### src/rtl/cla_share_arb.sv
// cla_share_arb: shares one external carry-lookahead adder among NUM_REQ requesters, one op in flight.
// Define ARB_FIXED_PRIO_EN for fixed lowest-index-wins priority; default build is round-robin.
module cla_share_arb #(
  parameter int NUM_REQ = 4,
  parameter int WIDTH   = 8
) (
  input  logic                        clk,
  input  logic                        rst,
  input  logic [NUM_REQ-1:0]          req_valid,
  output logic [NUM_REQ-1:0]          req_ready,
  input  logic [NUM_REQ*WIDTH-1:0]    req_a,
  input  logic [NUM_REQ*WIDTH-1:0]    req_b,
  input  logic [NUM_REQ-1:0]          req_cin,
  output logic [WIDTH-1:0]            add_a,
  output logic [WIDTH-1:0]            add_b,
  output logic                        add_cin,
  input  logic [WIDTH-1:0]            add_s,
  input  logic                        add_cout,
  output logic                        rsp_valid,
  input  logic                        rsp_ready,
  output logic [$clog2(NUM_REQ)-1:0]  rsp_id,
  output logic [WIDTH-1:0]            rsp_sum,
  output logic                        rsp_cout
);

  localparam int IDW = $clog2(NUM_REQ);

  typedef enum logic [1:0] {IDLE, EXEC, RESP} state_t;

  state_t           r_state;
  state_t           w_next_state;
  logic             w_grant_found;
  logic [IDW-1:0]   w_grant_idx;
  logic [WIDTH-1:0] w_sel_a;
  logic [WIDTH-1:0] w_sel_b;
  logic             w_sel_cin;

  logic [WIDTH-1:0] r_add_a;
  logic [WIDTH-1:0] r_add_b;
  logic             r_add_cin;
  logic             r_rsp_valid;
  logic [IDW-1:0]   r_rsp_id;
  logic [WIDTH-1:0] r_rsp_sum;
  logic             r_rsp_cout;

`ifdef ARB_FIXED_PRIO_EN
  always_comb begin
    w_grant_found = 1'b0;
    w_grant_idx   = '0;
    for (int i = NUM_REQ - 1; i >= 0; i--) begin
      if (req_valid[i]) begin
        w_grant_found = 1'b1;
        w_grant_idx   = IDW'(i);
      end
    end
  end
`else
  logic [IDW-1:0] r_rr_ptr;

  // Pointer holds the last served requester; the search starts just after it.
  always_ff @(posedge clk) begin
    if (rst)
      r_rr_ptr <= IDW'(NUM_REQ - 1);
    else if (r_state == EXEC)
      r_rr_ptr <= r_rsp_id;
  end

  always_comb begin
    int cand;
    cand          = 0;
    w_grant_found = 1'b0;
    w_grant_idx   = '0;
    for (int k = NUM_REQ; k >= 1; k--) begin
      cand = int'(r_rr_ptr) + k;
      if (cand >= NUM_REQ)
        cand = cand - NUM_REQ;
      if (req_valid[IDW'(cand)]) begin
        w_grant_found = 1'b1;
        w_grant_idx   = IDW'(cand);
      end
    end
  end
`endif

  always_comb begin
    w_sel_a   = '0;
    w_sel_b   = '0;
    w_sel_cin = 1'b0;
    for (int i = 0; i < NUM_REQ; i++) begin
      if (w_grant_idx == IDW'(i)) begin
        w_sel_a   = req_a[i*WIDTH +: WIDTH];
        w_sel_b   = req_b[i*WIDTH +: WIDTH];
        w_sel_cin = req_cin[i];
      end
    end
  end

  always_ff @(posedge clk) begin
    if (rst)
      r_state <= IDLE;
    else
      r_state <= w_next_state;
  end

  // Grant is suppressed while reset is asserted so no requester sees a phantom accept.
  always_comb begin
    w_next_state = r_state;
    req_ready    = '0;
    case (r_state)
      IDLE: begin
        if (w_grant_found && !rst) begin
          req_ready    = NUM_REQ'(1) << w_grant_idx;
          w_next_state = EXEC;
        end
      end
      EXEC: w_next_state = RESP;
      RESP: begin
        if (rsp_ready)
          w_next_state = IDLE;
      end
      default: w_next_state = IDLE;
    endcase
  end

  always_ff @(posedge clk) begin
    if (rst) begin
      r_add_a     <= '0;
      r_add_b     <= '0;
      r_add_cin   <= 1'b0;
      r_rsp_valid <= 1'b0;
      r_rsp_id    <= '0;
      r_rsp_sum   <= '0;
      r_rsp_cout  <= 1'b0;
    end else begin
      case (r_state)
        IDLE: begin
          if (w_grant_found) begin
            r_add_a   <= w_sel_a;
            r_add_b   <= w_sel_b;
            r_add_cin <= w_sel_cin;
            r_rsp_id  <= w_grant_idx;
          end
        end
        EXEC: begin
          r_rsp_sum   <= add_s;
          r_rsp_cout  <= add_cout;
          r_rsp_valid <= 1'b1;
        end
        RESP: begin
          if (rsp_ready)
            r_rsp_valid <= 1'b0;
        end
        default: ;
      endcase
    end
  end

  assign add_a     = r_add_a;
  assign add_b     = r_add_b;
  assign add_cin   = r_add_cin;
  assign rsp_valid = r_rsp_valid;
  assign rsp_id    = r_rsp_id;
  assign rsp_sum   = r_rsp_sum;
  assign rsp_cout  = r_rsp_cout;

endmodule

### config.mk
export PLATFORM = sky130hd
export DESIGN_NAME = cla_share_arb
export DESIGN_NICKNAME = d
export VERILOG_FILES = /design/src/rtl/cla_share_arb.sv
export SDC_FILE = /design/constraint.sdc
export NUM_CORES = 1
export LEC_CHECK = 0
export CORE_MARGIN = 3
export CORE_UTILIZATION = 32
export CTS_BUF_LIST = sky130_fd_sc_hd__clkbuf_4 sky130_fd_sc_hd__clkbuf_8 sky130_fd_sc_hd__clkbuf_16
export DETAILED_ROUTE_END_ITERATION = 16
export GPL_TIMING_DRIVEN = 0
export HOLD_SLACK_MARGIN = 0.1
export PLACE_DENSITY = 0.88
export SYNTH_ARGS = -nofsm -noshare
export SYNTH_HDL_FRONTEND = slang
export SYNTH_SLANG_ARGS = --single-unit
### constraint.sdc
create_clock -name clk -period 2.3 [get_ports clk]
set_input_delay 0.575 -clock clk [delete_from_list [all_inputs] [get_ports clk]]
set_output_delay 0.575 -clock clk [all_outputs]
set_load 0.01 [all_outputs]
==> results <==
==> cell families after synthesis <==
family | share of synthesized area
compound gates | 0.181
buf+inv | 0.0537
flops | 0.383
mux | 0.203
simple gates | 0.179
==> what timing repair did <==
| item | CTS | global route |
|---|---|---|
| endpoints found under the hold margin | 0 | 0 |
| setup endpoints to repair | 21 | 4 |
| pin swaps | 3 | 3 |
| buffers inserted | 16 | 4 |
| cloned | 0 | 0 |
| gates resized for setup | 53 | 3 |
==> power breakdown <==
| group | leakage [µW] | switching (µW) | internal, µW |
|---|---|---|---|
| combinational | 0.000928 | 302 | 437 |
| sequential | 0.000273 | 43.0 | 650 |
| clock | 0.0000439 | 214 | 209 |
| total | 0.00124 | 559 | 1300 |
==> stage by stage <==
step	std cells	TNS (ns)	power [µW]
after floorplan	184	-0.224	1040
after global placement	369	-10.97	1380
after detailed placement	369	-11.38	1400
after CTS	392	-0.195	1880
after global routing	393	-0.290	1970
final	393	-0.176	1850
==> registers in the layout (all words and copies together) (netlist names) <==
register / count
rsp_valid: 1
rsp_cout: 1
r_state: 2
r_rr_ptr: 2
add_a: 8
add_cin: 1
rsp_id: 2
rsp_sum: 8
add_b: 8
==> path summary, 6_finish.rpt <==
kind	start	endpoint	cells after the start
max reg2reg	r_rr_ptr[0]	add_b[0]	7
min	add_a[3]	add_a[3]	2
min reg2reg	add_a[3]	add_a[3]	2
max	rst	req_ready[0]	6
==> critical path, stage by stage <==
cell and delay (ns):
buf_8 0.10, or3_4 0.33, o21bai_4 0.17, or3_4 0.44, nor2_4 0.10, buf_6 0.10
==> cell usage in the layout, fill, tap and decap left out, types with 3 or more instances in the layout <==
master / n
nand3b_1: 3
mux2i_1: 35
nand2b_1: 5
clkdlybuf4s50_1: 107
a21oi_1: 11
clkbuf_1: 3
nand2_1: 39
clkbuf_8: 5
buf_6: 6
buf_2: 5
buf_4: 21
o221ai_1: 9
o221ai_2: 8
dfxtp_1: 31
nor2_1: 7
==> layout make-up <==
type / count / share of cell area
sequential: 33 / 0.205
clock buffer: 5 / 0.0213
multi-input combinational: 138 / 0.322
tap: 70 / 0.0271
buffer: 8 / 0.0170
inverter: 1 / 0.00194
timing repair buffer: 135 / 0.400
clock inverter: 3 / 0.00542
==> per-layer routing <==
| metal | vias up | wire, µm | track usage |
|---|---|---|---|
| met5 | - | 0 | 0 |
| met4 | 0 | 117 | 0.0619 |
| met3 | 11 | 559 | 0.0700 |
| met2 | 78 | 2970 | 0.333 |
| met1 | 870 | 2230 | 0.207 |
| li1 | 943 | - | - |
==> run metrics <==
status=finished with violations; violated checks=negative setup slack; prevailing post-synth register cell=dfxtp_1; Critical Path Start Type=primary input; Worst Hold Class=flop to flop; Die Y=79.4 µm; Via density=4.84; peak supply drop=0.418 mV; Cells after Synth=184; Routed WL=5.88 mm; root buf cell=clkbuf_8; largest net degree at the start of global routing=12; most instantiated cells after synthesis=39 x nand2_1, 35 x mux2i_1, 33 x dfxtp_1; clock sink count=33; most numerous cell in the Yosys netlist=nand2_1; fraction of registers with async set/reset=0; cts hold-fix bufs=0; I/O Buffers=115; cell area after technology mapping=0.00172 mm²; max-slew violation total from the final report=0; Max-Slew Margin vs Limit=0.663; Pleak=0.00124 µW; Multi-input gate area=0.00104 mm²; CTS H-tree depth=2; IO Pins=117; gr usage total=0.188; syn_area_per_cell=9.37 µm²; register area share after synthesis=0.383; Final GP Congestion=0.725; Final setup violation count=2; share of post-route cells with drive strength above 1=0.201; vias in the first global route=1,983; Post-route DRC=0; worst path arrival time=1.81 ns; CTS tree=done; Layout area overhead=87.4%; Post-synth EDFFs=0; Skew-Pair Late Insertion Delay=0.28 ns; initial antenna violation count=0; worst setup margin=-0.0881 ns; synthesized flop and latch total=33; fin area=0.00323 mm²; top cell type's share of synthesized area=0.383; dpl cell area=0.00300 mm²; Synth cell types=29; pre-CTS setup slack=-1.19 ns; yosys warns=0; Detailed Place HPWL=4.45 mm; Min Hold Slack=0.459 ns; Synth Net Count=268; first-pass GRT wire length=9.34 mm; CTS clk-pin slew, worst paths=0.06 ns; Overflow after GRT=0; PwrDens=574 mW/mm²; Routed WL per cell=15.0 µm; skew final=0.00603 ns; Least-Margin Pin Slew=0.506 ns; Synth area leaders=dfxtp_1 38%, mux2i_1 20%, nand2_1 8.5%, o221ai_2 7.0%, o221ai_1 4.6%; WP data required=1.73 ns; Max Root-Sink Buffers=2; RSZ-0062 raised after global routing=true; ANT nets after route=0; Ant. Diodes=0; drt pass-1 iters=4; max-capacitance violation count=0; Layout Utilization=0.625; Starting DRT DRC Count=35; FF+latch area=663 µm²; filler cell count=437; worst-path maximum fanout=4; cell taking the most area after synthesis=dfxtp_1; Hold Violations, Final=0; final-stage net count=406; minimum clock period after layout=2.39 ns; WS Path Type=primary input to primary output; Reg2Reg Setup Slack=0.33 ns; DIE AREA=0.00630 mm²; via count=1,902; CORE AREA=0.00517 mm²; Final period util=1.04; die width=79.4 µm; Fmax=419 MHz; Initial Util=0.333; Worst setup EP type=primary output; Rows=26; number of CTS-inserted buffers=5
(Power assumes the default switching activity.)
